### config.mk
export PLATFORM = sky130hd
export DESIGN_NAME = nrzi_stuff_enc
export DESIGN_NICKNAME = d
export VERILOG_FILES = /design/src/rtl/nrzi_stuff_enc.sv
export SDC_FILE = /design/constraint.sdc
export NUM_CORES = 1
export LEC_CHECK = 0
export CAP_MARGIN = 20
export CORE_AREA = 2 2 39 41
export DETAILED_ROUTE_END_ITERATION = 16
export DIE_AREA = 0 0 41 43
export GPL_ROUTABILITY_DRIVEN = 0
export HOLD_SLACK_MARGIN = 0.06
export PLACE_DENSITY_LB_ADDON = 0.25
export SYNTH_ARGS = -nofsm -noshare
export SYNTH_HDL_FRONTEND = slang
export SYNTH_SLANG_ARGS = --single-unit
### constraint.sdc
create_clock -name clk -period 0.9 [get_ports clk]
set_input_delay 0.27 -clock clk [delete_from_list [all_inputs] [get_ports clk]]
set_output_delay 0.27 -clock clk [all_outputs]
set_load 0.02 [all_outputs]
### src/rtl/nrzi_stuff_enc.sv
// nrzi_stuff_enc: USB-style NRZI line encoder with a ready/valid input and a return to IDLE_LEVEL between packets.
// Define NRZI_STUFF_EN to insert a 0 after STUFF_LEN consecutive ones; otherwise it is a framed 1-cycle NRZI encoder.
module nrzi_stuff_enc #(
  parameter int unsigned STUFF_LEN  = 6,
  parameter logic        IDLE_LEVEL = 1'b1,
  parameter int unsigned CNT_W      = 8
) (
  input  logic             clk,
  input  logic             rst,
  input  logic             in_valid,
  input  logic             in_bit,
  input  logic             in_last,
  output logic             in_ready,
  output logic             out_valid,
  output logic             out_line,
  output logic [CNT_W-1:0] stuff_cnt
);

  if (STUFF_LEN < 1 || STUFF_LEN > 15) begin : g_bad_stuff_len
    $error("nrzi_stuff_enc: STUFF_LEN must be in 1..15");
  end

`ifdef NRZI_STUFF_EN
  typedef enum logic [1:0] {IDLE, RUN, STUFF} state_t;
`else
  typedef enum logic {IDLE, RUN} state_t;
`endif

  state_t state_q, state_d;
  logic   accept;
  logic   emit;
  logic   emit_bit;
  logic   base_level;
  logic   line_d;

`ifdef NRZI_STUFF_EN
  localparam logic [3:0] STUFF_LEN_W = 4'(STUFF_LEN);

  logic [3:0]       ones_q, ones_d, ones_inc;
  logic             last_q;
  logic [CNT_W-1:0] stuff_cnt_q;

  assign in_ready  = (state_q != STUFF);
  assign stuff_cnt = stuff_cnt_q;
  // A packet's first beat counts from zero, whatever run of ones ended the previous packet.
  assign ones_inc  = ((state_q == IDLE) ? 4'd0 : ones_q) + 4'd1;
`else
  assign in_ready  = 1'b1;
  assign stuff_cnt = '0;
`endif

  assign accept     = in_valid & in_ready;
  assign base_level = (state_q == IDLE) ? IDLE_LEVEL : out_line;

  always_comb begin
    // NOTE: every output of this block gets a default first so no path can infer a latch.
    state_d  = state_q;
    emit     = 1'b0;
    emit_bit = 1'b1;
`ifdef NRZI_STUFF_EN
    ones_d   = ones_q;
    if (state_q == STUFF) begin
      emit     = 1'b1;
      emit_bit = 1'b0;
      ones_d   = '0;
      state_d  = last_q ? IDLE : RUN;
    end else
`endif
    if (accept) begin
      emit     = 1'b1;
      emit_bit = in_bit;
      state_d  = in_last ? IDLE : RUN;
`ifdef NRZI_STUFF_EN
      ones_d = in_bit ? ones_inc : 4'd0;
      if (in_bit && (ones_inc == STUFF_LEN_W)) begin
        ones_d  = ones_inc;
        state_d = STUFF;
      end
`endif
    end
  end

  // A 0 toggles the line, a 1 holds it; with nothing to send the line holds mid-packet and idles otherwise.
  always_comb begin
    if (emit) begin
      line_d = emit_bit ? base_level : ~base_level;
    end else if (state_d == IDLE) begin
      line_d = IDLE_LEVEL;
    end else begin
      line_d = out_line;
    end
  end

  always_ff @(posedge clk or posedge rst) begin
    // NOTE: sequential state is assigned with <= so every register samples the pre-edge values.
    if (rst) begin
      state_q   <= IDLE;
      out_valid <= 1'b0;
      out_line  <= IDLE_LEVEL;
    end else begin
      state_q   <= state_d;
      out_valid <= emit;
      out_line  <= line_d;
    end
  end

`ifdef NRZI_STUFF_EN
  always_ff @(posedge clk or posedge rst) begin
    if (rst) begin
      ones_q      <= '0;
      last_q      <= 1'b0;
      stuff_cnt_q <= '0;
    end else begin
      ones_q <= ones_d;
      if (accept) begin
        last_q <= in_last;
      end
      if (accept && state_q == IDLE) begin
        stuff_cnt_q <= '0;
      end else if (state_q == STUFF && stuff_cnt_q != '1) begin
        stuff_cnt_q <= stuff_cnt_q + CNT_W'(1);
      end
    end
  end
`endif

endmodule

== Word level (Yosys, flattened, before mapping) ==
Cells that the tools add are included.
Storage, ports and cells
  flip-flop bits (word level): 3
Operators by class
  eq/ne operators: 1
  mux-type cells: 8
  bitwise logic cells: 1
Operator list (count)
  $mux 1: 8
  $ne 2x1->1 const B: 1
  $not 1->1: 1

== Longest topological paths before layout ==
Gate-level depths: netlist of the first run.
  word-level depth: 4
  mapped depth: 2
  gate-level depth less buffers: 2

== Worst setup path before layout of the first run ==
OpenSTA, ideal clock, no wires.
  path type: register -> output
  start: register out_line
  end: output out_line
  arrival: 0.563 ns
  data required time: 0.630 ns
  setup slack: 0.067 ns
  stages on the path, launching flop included: 1
  cell sequence: dfstp_2
RTL lines
  start, declared: RTL line 15  | output logic out_line,
  start signal, assigned: RTL line 103  | out_line <= line_d;
No word-level cell between the ends.

== Worst setup path after layout of the first run ==
  start: register out_line
  end: output out_line
No word-level cell between the ends.

==> impl_results.md, run 1 <==
* Die Span Y at around 43 microns
* Die X-Extent at around 41 microns
* Largest family of logic cells by synthesized area: buffers and inverters
* Critical Path RT at roughly 0.63 ns
* Yosys reg bits at 3
* Initial antenna violation count at 0
* Routed Antenna Nets at 0
* Number of vias per cell at roughly 2.5
* Slew Limit Fails at 0
* Clk sinks at 3
* Yosys cell types at 9
* Placed insts at 40
* Critical Path Start Type: flip-flop
* Final hold violations at 0
* Net Sw Frac at a little over a quarter
* Worst skew pair latency at about 0.23 ns
* Non-Filler Instances at 44
* CTS tree: yes
* Lkg Pwr at approximately 0.14 nW
* Worst-path clk slew at 0.04 ns
* Largest net degree at the start of global routing at 4
* Max Cap Viol at 0
* Core area at about 1400 sq um
* Maximum clock frequency at roughly 900 MHz
* Post-route setup TNS at -0.337 ns
* Critical path's top delay family: flip-flops
* Share of cells above drive strength 1 at a little over a fifth
* Row count at 14
* DR pass1 iterations at 2
* Dpl hpwl at 216 microns
* ANT cells at 0
* DRT iter0 DRCs at 1
* I/O Buffers at 6
* RSZ-0062 raised after global routing: yes
* Post-synthesis compound-gate area fraction at 0%
* CP max stage cell: dfstp_2
* Critical path peak fanout at 2
* Synth Area in Adders at 0%
* Final period util at 126%
* Cell Pwr Density at ~1900 nW/um^2
* Critical path type: reg -> out
* Wire per inst at between 6 and 7 microns
* Total Die Area at between 1500 and 2000 sq um
* R2R Path Start: out_line
* Final worst slack at -0.237 ns
* Hold WC Path Type: in -> async
* Failing checks: setup timing
* Deepest clock path buffer count at 2
* Mux share of post-synthesis cell area at under 10%
* Clk root buf: clkbuf_4
* First-pass GRT wire length at around 320 microns
* Total placed instance area at between 200 and 250 sq um
* Pre-CTS setup slack at -0.470 ns
* CTS Buf Count at 3
* Mapped Cells at 20
* Arrival time at the worst endpoint at approximately 0.87 ns
* Flop pwr share at 32.6%
* Routed Wire Length at approximately 280 microns
* Final Setup Violations at 2
* Net Sw Power at 0.000139 W
* Final instance area at about 260 sq um
* H-tree levels at 1
* DRC viols at 0
* Congestion Overflow GR at 0
* Total Routing Usage GR at approximately 3.7%
* Vias at 112
* Ys Warns at 0
* Slowest Stage Delay on Critical Path at approximately 0.53 ns
* Critical Path Start: out_line
* Fill cells at 160
* Hold_buf cts at 0
* Post-CTS setup buffer count at 0
* Initial Utilization at between 10 and 15%
* CP Cell Sequence: buf_6
* R2R setup slack at between 0.1 and 0.15 ns
* Critical path depth in cells at 1
* Cell-internal power at 0.000367 W
* Outcome: finished, violations left
* Simple-Gate Fraction of Synth Area at 7.19%
* Vias in the first global route at between 80 and 90
* Comb power frac at between 20% and 30%
* # IOs at 16
* Clock network fraction of design power at around 46%
* Fin nets at 34
* Pwr Total at between 0.0005 and 0.0006 W
* Layout area overhead at 36.6%
* R2R Path End: out_line
* Bufs and invs on worst path at 1
* Mean Syn Cell Area at roughly 9.6 sq um
* Post-synthesis sequential area ratio at between 30% and 40%
* Synth Cell Area at roughly 190 sq um
* Area share of xor/xnor cells in the synthesized design at between 4 and 5%
* Layout Skew at 0.000930 ns
* Reg2reg path depth at 2
* Post-route minimum period at between 1 and 1.5 ns
* VDD IR max at 0.521 mV
* Element type at the critical path end: output pin
## flip-flops by register name, summed over array words and instances (netlist names)
name,count
out_line,1
out_valid,1
state_q,1
## power by group through the flow
stage / clock network [W] / logic, W / registers, W
after CTS: 0.000249 / 0.000109 / 0.000166
after floorplan: 0 / 0.0000827 / 0.000177
after global placement: 0 / 0.000106 / 0.000165
final: 0.000233 / 0.000108 / 0.000165
after global routing: 0.000260 / 0.000117 / 0.000166
after detailed placement: 0 / 0.000106 / 0.000165
## per-stage QoR
stage	hold slack, ns	utilization (%)
finish	0.208	18.9
global route	0.225	18.9
CTS	0.205	18.7
detailed placement	0.449	16.6
global placement	0.455	16.6
floorplan	0.0229	-
## worst max-delay path by stage
| stage | endpoint | slack [ns] |
|---|---|---|
| 2_1_floorplan | out_line | 0.07 |
| 3_3_place_gp | out_line | -0.48 |
| 3_5_place_dp | out_line | -0.47 |
| 4_1_cts | out_line | -0.25 |
| 5_1_grt | out_line | -0.26 |
| 6_report | out_line | -0.24 |
## synth_stat cells
cell     number  area share [%]
conb_1        2             3.9
xnor2_1       1             4.6
and2b_1       1             3.9
dfstp_2       1              14
inv_1         2             3.9
mux2i_1       1             5.2
nor2b_1       1             3.3
buf_4         9              35
dfrtp_1       2              26
## logic make-up (layout without fill, tap and decap cells)
group / after synthesis / after routing
xor+xnor: 1 / 1
other cells: 2 / 9
flops: 3 / 3
mux: 1 / 1
buf+inv: 11 / 12
simple gates: 2 / 2
## cells in the final DEF, fill, tap and decap left out, drive strengths merged
cell type / Yosys / layout
xnor2: 1 / 1
and2b: 1 / 1
clkdlybuf4s50: 0 / 3
dlymetal6s2s: 0 / 1
inv: 2 / 2
dfstp: 1 / 1
mux2i: 1 / 1
clkbuf: 0 / 4
dfrtp: 2 / 2
nor2b: 1 / 1
conb: 2 / 9
buf: 9 / 2
## timing repair
| action | CTS | global route |
|---|---|---|
| setup endpoints to repair | 2 | 3 |
| resized for setup | 12 | 1 |
| hold endpoints to repair | 0 | 0 |
## layout make-up
type / instances / area [sq um] / share of cell area [%]
Sequential cell: 3 / 76.3 / 29.2
Multi-Input combinational cell: 13 / 66.3 / 25.4
Timing Repair Buffer: 6 / 65.1 / 24.9
Inverter: 2 / 7.51 / 2.87
Clock buffer: 4 / 26.3 / 10.0
Tap cell: 16 / 20.0 / 7.66
## metal layers
metal  vias to the layer above  track usage [%]  share of wire [%]
met2                        11             1.88                 37
met4                         0             6.00                  0
met1                        45             4.23                 43
met3                         0             4.71                 19
met5                         -                0                  0
li1                         56                -                  -
No activity file was read; power rests on OpenSTA's default activity.
==> run 2, diff against run 1 <==
==> constraint.sdc (replaced) <==
create_clock -name clk -period 0.9 [get_ports clk]
set_input_delay 0.27 -clock clk [delete_from_list [all_inputs] [get_ports clk]]
set_output_delay 0.27 -clock clk [all_outputs]
set_load 0.1 [all_outputs]
==> impl_results.md, run 2 (synthesized netlist as in run 1, its figures left out) <==
* Clock network fraction of design power at 32.3% (was 46.1%)
* Routed Wire Length at 302 microns (was 277 microns)
* Layout area overhead at 49.0% (was 36.6%)
* Critical Path Start: out_line (unchanged)
* Clk sinks at 3 (unchanged)
* I/O Buffers at 6 (unchanged)
* Arrival time at the worst endpoint at 1.02 ns (was 0.87 ns)
* Vias in the first global route at 111 (was 83)
* Net Sw Frac at 46.3% (was 27.4%)
* Total Routing Usage GR at 4.63% (was 3.73%)
* Hold_buf cts at 0 (unchanged)
* VDD IR max at 0.361 mV (was 0.521 mV)
* Bufs and invs on worst path at 1 (unchanged)
* CTS Buf Count at 3 (unchanged)
* Max Cap Viol at 0 (unchanged)
* Wire per inst at 6.86 microns (was 6.30 microns)
* DRC viols at 0 (unchanged)
* Final Setup Violations at 2 (unchanged)
* Outcome: finished, violations left (unchanged)
* Critical path peak fanout at 2 (unchanged)
* Fin Hold WS at 0.219 ns (was 0.208 ns)
* Congestion Overflow GR at 0 (unchanged)
* R2R setup slack at 0.02 ns (was 0.12 ns)
* Deepest clock path buffer count at 2 (unchanged)
* Worst-path clk slew at 0.04 ns (about the same)
* CTS tree: yes (unchanged)
* Slowest Stage Delay on Critical Path at 0.62 ns (was 0.53 ns)
* Die X-Extent at 41 microns (unchanged)
* Comb power frac at 43.8% (was 21.4%)
* DRT iter0 DRCs at 1 (unchanged)
* Final hold violations at 0 (unchanged)
* Worst skew pair latency at 0.23 ns (about the same)
* Layout Skew at 0.0000208 ns (was 0.000930 ns)
* H-tree levels at 1 (unchanged)
* Multi-input gate area at 66.3 sq um (unchanged)
* RSZ-0062 raised after global routing: yes (unchanged)
* # IOs at 16 (unchanged)
* Clk root buf: clkbuf_4 (unchanged)
* Fin nets at 34 (unchanged)
* Element type at the critical path end: output pin (unchanged)
* Vias at 114 (was 112)
* Commonest non-fill, non-tap cell in the layout: conb_1 (unchanged)
* Die Span Y at 43 microns (unchanged)
* Slew Limit Fails at 0 (unchanged)
* Post-route setup TNS at -0.632 ns (was -0.337 ns)
* Flop pwr share at 23.9% (was 32.6%)
* Largest net degree at the start of global routing at 4 (unchanged)
* Maximum clock frequency at 776 MHz (was 880 MHz)
* Cell-internal power at 0.000393 W (was 0.000367 W)
* CP max stage cell: dfstp_4 (was dfstp_2)
* DR pass1 iterations at 2 (unchanged)
* Total Die Area at 1760 sq um (unchanged)
* Critical path's top delay family: flip-flops (unchanged)
* Fill cells at 149 (was 160)
* Final period util at 143% (was 126%)
* Share of cells above drive strength 1 at 25.0% (was 21.4%)
* Fin util at 20.6% (was 18.9%)
* Post-route minimum period at 1.29 ns (was 1.14 ns)
* Cell Pwr Density at 2560 nW/um^2 (was 1940 nW/um^2)
* Critical Path RT at 0.63 ns (about the same)
* Core area at 1380 sq um (unchanged)
* CP Cell Sequence: buf_12 (was buf_6)
* Hold WC Path Type: in -> async (unchanged)
* ANT cells at 0 (unchanged)
* Post-CTS setup buffer count at 0 (unchanged)
* Lkg Pwr at 0.148 nW (was 0.140 nW)
* Pre-CTS setup slack at -0.247 ns (was -0.470 ns)
* Number of vias per cell at 2.59 (was 2.55)
* Net Sw Power at 0.000339 W (was 0.000139 W)
* First-pass GRT wire length at 420 microns (was 324 microns)
* Dpl hpwl at 232 microns (was 216 microns)
* Most frequent cells in the layout: conb_1 (9), clkbuf_4 (3), inv_1 (2), clkdlybuf4s50_1 (2), buf_12 (2) (was conb_1 (9), clkbuf_4 (3), clkdlybuf4s50_1 (3))
* Routed Antenna Nets at 0 (unchanged)
* Critical Path Start Type: flip-flop (unchanged)
* Row count at 14 (unchanged)
* Pwr Total at 0.000732 W (was 0.000506 W)
* Initial antenna violation count at 0 (unchanged)
* Initial Utilization at 13.8% (unchanged)
* Failing checks: setup timing (unchanged)
* Seq. cell area at 83.8 sq um (was 76.3 sq um)
* Top Registers: out_line x1, out_valid x1, state_q x1 (unchanged)
* R2R Path Start: out_line (unchanged)
* Critical path type: reg -> out (unchanged)
* Final worst slack at -0.389 ns (was -0.237 ns)
## run 2: per-layer routing
layer	vias to the layer above	part of all wire, %	wire [microns]	global-route usage (%)
li1	54	-	-	-
met1	45	28	85	2.92
met2	13	42	128	5.00
met3	2	23	70	4.71
met4	0	5.6	17	8.00
met5	-	0	0	0
## run 2: per-stage QoR
step	instance area, sq um	instances
after global routing	285	44
after CTS	283	44
after floorplan	225	27
final	285	44
after detailed placement	258	40
after global placement	258	40
## run 2: power by group through the flow
| stage | logic (W) | clock network, W | registers [W] |
|---|---|---|---|
| floorplan | 0.000213 | 0 | 0.000249 |
| global placement | 0.000323 | 0 | 0.000177 |
| detailed placement | 0.000322 | 0 | 0.000177 |
| CTS | 0.000322 | 0.000249 | 0.000175 |
| global route | 0.000329 | 0.000275 | 0.000176 |
| finish | 0.000320 | 0.000237 | 0.000175 |
## run 2: final timing paths
kind / end / depth (start not counted)
max: out_line / 1
min: state_q / 2
max reg2reg: out_line / 2
min reg2reg: state_q / 2
max in group asynchronous: out_line / 2
min in group clk: out_valid / 1
## run 2: area by class of cell
class                   count  share of cell area [%]
flip-flops and latches      3                    29.4
clock buffers               4                    9.21
well taps                  16                    7.02
multi-input cells          13                    23.2
repair buffers              6                    28.5
inverters                   2                    2.63
## run 2: repair_timing
action,CTS,global route
setup endpoints to repair,3,3
gates resized for setup,1,1
gates cloned,0,0
==> run 3, diff against run 2 <==
--- a/config.mk
+++ b/config.mk
@@ -5,6 +5,7 @@
 export SDC_FILE = /design/constraint.sdc
 export NUM_CORES = 1
 export LEC_CHECK = 0
+export ABC_AREA = 1
 export CAP_MARGIN = 20
 export CORE_AREA = 2 2 39 41
 export DETAILED_ROUTE_END_ITERATION = 16
==> impl_results.md, run 3 <==
* Outcome: finished, violations left (unchanged)
* Failing checks: setup timing (unchanged)
* First-pass GRT wire length at 496 microns (was 420 microns)
* Fin Hold WS at 0.210 ns (was 0.219 ns)
* Top FF cell, synth: dfrtp_1 (unchanged)
* Slew Limit Fails at 0 (unchanged)
* Largest net degree at the start of global routing at 4 (unchanged)
* Layout Skew at 0.000706 ns (was 0.0000208 ns)
* Clk sinks at 3 (unchanged)
* CP Cell Sequence: buf_12 (unchanged)
* Placed insts at 50 (was 40)
* Lkg Pwr at 0.179 nW (was 0.148 nW)
* Ys Warns at 0 (unchanged)
* Synth top cells by count: buf_4 (9), nand2_1 (6), inv_1 (4) (was buf_4 (9), conb_1 (2), dfrtp_1 (2), inv_1 (2))
* CP max stage cell: dfstp_4 (unchanged)
* I/O Buffers at 6 (unchanged)
* Die Span Y at 43 microns (unchanged)
* Initial Utilization at 15.2% (was 13.8%)
* Cell Pwr Density at 2110 nW/um^2 (was 2560 nW/um^2)
* Total placed instance area at 289 sq um (was 258 sq um)
* Post-route setup TNS at -0.771 ns (was -0.632 ns)
* # IOs at 16 (unchanged)
* Routed Wire Length at 293 microns (was 302 microns)
* Critical Path Start Type: flip-flop (unchanged)
* Synth Cell Area at 210 sq um (was 191 sq um)
* Core area at 1380 sq um (unchanged)
* Simple-Gate Fraction of Synth Area at 16.7% (was 7.19%)
* Initial antenna violation count at 0 (unchanged)
* Clk root buf: clkbuf_4 (unchanged)
* Met2 WL at 144 microns (was 128 microns)
* DR pass1 iterations at 2 (unchanged)
* Synth Area in Adders at 0% (unchanged)
* Die X-Extent at 41 microns (unchanged)
* Row count at 14 (unchanged)
* Dpl hpwl at 232 microns (about the same)
* Slowest Stage Delay on Critical Path at 0.62 ns (about the same)
* Bufs and invs on worst path at 1 (unchanged)
* Vias in the first global route at 143 (was 111)
* Met1 WL at 113 microns (was 85 microns)
* CTS Buf Count at 3 (unchanged)
* Layout area overhead at 60.7% (was 49.0%)
* Final hold violations at 0 (unchanged)
* Routed Antenna Nets at 0 (unchanged)
* Biggest area consumer among synthesized cells: buf_4 (unchanged)
* Highest Signal Layer: met3 (was met4)
* Number of synthesized flops with an enable pin at 0 (unchanged)
* Top Registers: out_line x1, out_valid x1, state_q x1 (unchanged)
* VDD IR max at 0.829 mV (was 0.361 mV)
* Worst skew pair latency at 0.23 ns (about the same)
* CTS tree: yes (unchanged)
* Post-synthesis sequential area ratio at 36.3% (was 39.9%)
* DRT iter0 DRCs at 1 (unchanged)
* Mean Syn Cell Area at 7.51 sq um (was 9.57 sq um)
* Vias at 157 (was 114)
* Wire per inst at 5.23 microns (was 6.86 microns)
* Congestion Overflow GR at 0 (unchanged)
* Total Die Area at 1760 sq um (unchanged)
* Mux share of post-synthesis cell area at 0% (was 5.23%)
* Post-synthesis compound-gate area fraction at 2.38% (was 0%)
* DR WL met3 at 34 microns (was 70 microns)
* H-tree levels at 1 (unchanged)
* Critical path type: reg -> out (unchanged)
* Deepest clock path buffer count at 2 (unchanged)
* Fin nets at 46 (was 34)
* Most frequent cells in the layout: conb_1 (9), nand2_1 (6), inv_1 (4), clkdlybuf4s50_1 (4), clkbuf_4 (3) (was conb_1 (9), clkbuf_4 (3), inv_1 (2), clkdlybuf4s50_1 (2), buf_12 (2))
* Pre-CTS setup slack at -0.196 ns (was -0.247 ns)
* Critical path peak fanout at 2 (unchanged)
* Top-area cell type share of the netlist area at 32.1% (was 35.3%)
* Hold_buf cts at 0 (unchanged)
* Synth area leaders: buf_4 (32%), dfrtp_1 (24%), dfstp_2 (13%), nand2_1 (11%), inv_1 (7.1%) (was buf_4 (35%), dfrtp_1 (26%), dfstp_2 (14%), mux2i_1 (5.2%), xnor2_1 (4.6%))
* Yosys cell types at 9 (unchanged)
* Final worst slack at -0.389 ns (about the same)
* DRC viols at 0 (unchanged)
* Critical Path RT at 0.63 ns (about the same)
* Arrival time at the worst endpoint at 1.02 ns (about the same)
* Critical path's top delay family: flip-flops (unchanged)
* Post-route minimum period at 1.29 ns (about the same)
* Final period util at 143% (about the same)
* Count leader, synth: buf_4 (unchanged)
* Maximum clock frequency at 776 MHz (about the same)
* Max Cap Viol at 0 (unchanged)
* Element type at the critical path end: output pin (unchanged)
* Mapped Cells at 28 (was 20)
* Area share of xor/xnor cells in the synthesized design at 0% (was 4.58%)
* Final Setup Violations at 3 (was 2)
* ANT cells at 0 (unchanged)
* Largest family of logic cells by synthesized area: buffers and inverters (unchanged)
* Non-Filler Instances at 56 (was 44)
* Total Routing Usage GR at 4.72% (was 4.63%)
* RSZ-0062 raised after global routing: yes (unchanged)
* Asr flop ratio synth at 100% (unchanged)
* Share of cells above drive strength 1 at 35.0% (was 25.0%)
* Hold WC Path Type: in -> async (unchanged)
* Number of vias per cell at 2.80 (was 2.59)
* Worst-path clk slew at 0.04 ns (about the same)
* Yosys reg bits at 3 (unchanged)
* Commonest non-fill, non-tap cell in the layout: conb_1 (unchanged)
* Final instance area at 338 sq um (was 285 sq um)
run 3: metrics by stage:
step / util, % / power, W
6_report: 24.4 / 0.000714
5_1_grt: 24.4 / 0.000755
4_1_cts: 23.6 / 0.000718
3_5_place_dp: 20.9 / 0.000462
3_3_place_gp: 20.9 / 0.000462
2_1_floorplan: - / 0.000428
run 3: cell families (layout without fill, tap and decap cells):
logic type      Yosys count  in the layout
flops                     3              3
compound gates            1              1
simple gates              8              8
buf+inv                  14             19
other cells               2              9
run 3: power by group:
part / switching (W) / internal, W / total [W] / leakage [nW]
Combinational: 0.000242 / 0.0000750 / 0.000317 / 0.130
Clock: 0.0000675 / 0.000166 / 0.000234 / 0.0150
Sequential: 0.00000929 / 0.000153 / 0.000163 / 0.0336
Total: 0.000319 / 0.000394 / 0.000714 / 0.179
run 3: what timing repair did:
action	CTS	global route
setup buffers	1	1
gates resized for setup	1	1
endpoints found under the setup margin	3	3
run 3: cell type report:
class | count | area (sq um)
Fill cell | 160 | 1050
Tap cell | 16 | 20.0
Sequential cell | 3 | 81.3
Multi-Input combinational cell | 18 | 73.8
Clock buffer | 4 | 26.3
Timing Repair Buffer | 10 | 118
Inverter | 5 | 18.8
run 3: final timing paths:
kind	startpoint	end	slack [ns]	cells past startpoint
setup / recovery	out_line	out_line	-0.39	1
hold / removal	rst	state_q	0.21	2
setup reg to reg	out_line	out_line	-0.21	7
hold reg to reg	state_q	state_q	0.50	2
max in group asynchronous	rst	out_line	0.48	2
min in group clk	state_q	state_q	0.50	2
run 3: metal layers:
layer | track usage [%] | up-vias
li1 | - | 85
met2 | 5.63 | 8
met5 | 0 | -
met3 | 6.28 | 0
met1 | 4.52 | 64
met4 | 2.00 | 0
==> patch, RTL diff (flow settings as in run 2) <==
Set the parameter `IDLE_LEVEL` to 1'b0 (it was 1'b1).
--- a/src/rtl/nrzi_stuff_enc.sv
+++ b/src/rtl/nrzi_stuff_enc.sv
@@ -2,7 +2,7 @@
 // Define NRZI_STUFF_EN to insert a 0 after STUFF_LEN consecutive ones; otherwise it is a framed 1-cycle NRZI encoder.
 module nrzi_stuff_enc #(
   parameter int unsigned STUFF_LEN  = 6,
-  parameter logic        IDLE_LEVEL = 1'b1,
+  parameter logic        IDLE_LEVEL = 1'b0,
   parameter int unsigned CNT_W      = 8
 ) (
   input  logic             clk,
Behaviour: not the same (a bounded check fails within 4 cycles, from zero or initial values and one cycle with rst high).
==> patch against run 2 <==
The run still ends with negative setup slack left. Synthesized area fell by 2.0%. Setup slack improved by 0.15 ns. Design area grew 0.88%. Critical endpoint unchanged. Die area is the same. Sequential cell count unchanged. Clock skew hardly changed. Power fell by 0.32%. Wire length shrank 1.3%.
==> patch: results (changes against run 2) <==
drt_iter0_markers: 0  # was 1
cts-resized-gates: 2  # was 1
regArea_um2: 82.6  # was 83.8 um^2
dp_cells: 41  # was 40
clk_path_buf_depth: 2  # unchanged
p_leak_nw: 0.146  # was 0.148 nW
synth_common_cells: "9 x buf_4, 3 x dfrtp_1, 2 x conb_1, 2 x inv_1"  # was 9 x buf_4, 2 x conb_1, 2 x dfrtp_1, 2 x inv_1
nClkBuffers: 4  # unchanged
r2r_cells: 3  # was 2
postCtsSetupBuffers: 0  # unchanged
drive_gt1_share_pct: 31.0  # was 25.0%
setup_viol: 2  # unchanged
synthTopCellsByArea: "dfrtp_1 40%, buf_4 36%, mux2i_1 5.3%, xnor2_1 4.7%, and2b_1 4.0%"  # was buf_4 35%, dfrtp_1 26%, dfstp_2 14%, mux2i_1 5.2%, xnor2_1 4.6%
cp_max_fo: 2  # unchanged
ys_seq_area_share_pct: 40.0  # was 39.9%
inverters: 2  # unchanged
reg2reg_slack_ns: 0.05  # was 0.02 ns
vias: 116  # was 114
cts_sinks: 3  # unchanged
clockNetworkAreaShare_pct: 9.13  # was 9.21%
tns_ns: -0.480  # was -0.632 ns
antenna_cells: 0  # unchanged
status: "finished, violations left"  # unchanged
grtUsageTotal_pct: 3.42  # was 4.63%
pre_cts_ws_ns: -0.273  # was -0.247 ns
reg2reg_to: "out_line"  # unchanged
cp-start-kind: "register"  # unchanged
cp_slowest_cell: "dfrtp_4"  # was dfstp_4
violations: "negative setup slack"  # unchanged
dpl-instance-area_um2: 264  # was 258 um^2
final_nets: 35  # was 34
nNonClkBuffers: 7  # was 6
via_per_inst: 2.58  # was 2.59
area_share_nonclk_buffers_pct: 29.6  # was 28.5%
clk_pin_slew_worst_paths_ns: 0.04  # about the same
utilization_pct: 20.8  # was 20.6%
port_buffers: 6  # unchanged
wl_um: 298  # was 302 um
synth.distinct_cells: 8  # was 9
antenna_found_initial: 0  # unchanged
finClkSkew_ns: 0.0000429  # was 0.0000208 ns
netlist_area_um2: 188  # was 191 um^2
clkLatencyLatePin_ns: 0.22
critPathMaxStageDelay_ns: 0.48  # was 0.62 ns
nFillCells: 157  # was 149
drt_pass1_iterations: 1  # was 2
hold_ws_ns: 0.210  # was 0.219 ns
cp.arrival_ns: 0.87  # was 1.02 ns
synth_area_per_cell_um2: 9.38  # was 9.57 um^2
multi_input_area_um2: 66.3  # unchanged
async_reset_ff_share_pct: 100  # unchanged
root_buffer: "clkbuf_4"  # unchanged
comb.multi_input.count: 13  # unchanged
ir_worst_vdd_mv: 0.447  # was 0.361 mV
cts.htree.levels: 1  # unchanged
r2r-start: "out_line"  # unchanged
fin_ws_ns: -0.243  # was -0.389 ns
grt_pass1_wl_um: 379  # was 420 um
grt_pass1_vias: 111  # unchanged
cts_made_buffers: 3  # unchanged
-- patch: cell count changes after synthesis --
cell,run 2,this run
dfstp_2,1,0
nor2b_1,1,0
nand2_1,0,1
dfrtp_1,2,3
-- patch: cells by family after synthesis --
family,after synthesis,synth area share [%]
DFF,3,40.0
muxes,1,5.33
other,2,4.00
and+or+nand+nor,2,6.00
xor gates and xnor gates,1,4.67
buffers and inverters,11,40.0
-- patch: routing by layer --
layer / share of wire, % / GRT usage (%) / routed length, um / vias up
met2: 48 / 4.69 / 144 / 11
met3: 20 / 1.57 / 59 / 0
met1: 31 / 3.24 / 93 / 49
met5: 0 / 0 / 0 / -
met4: 0 / 4.00 / 0 / 0
li1: - / - / - / 56
-- patch: report_power, final --
part	leakage, nW	internal [W]	total, W	switching, W
clock network	0.0150	0.000165	0.000226	0.0000608
logic	0.0972	0.0000720	0.000332	0.000260
registers	0.0336	0.000157	0.000171	0.0000133
total	0.146	0.000395	0.000729	0.000335
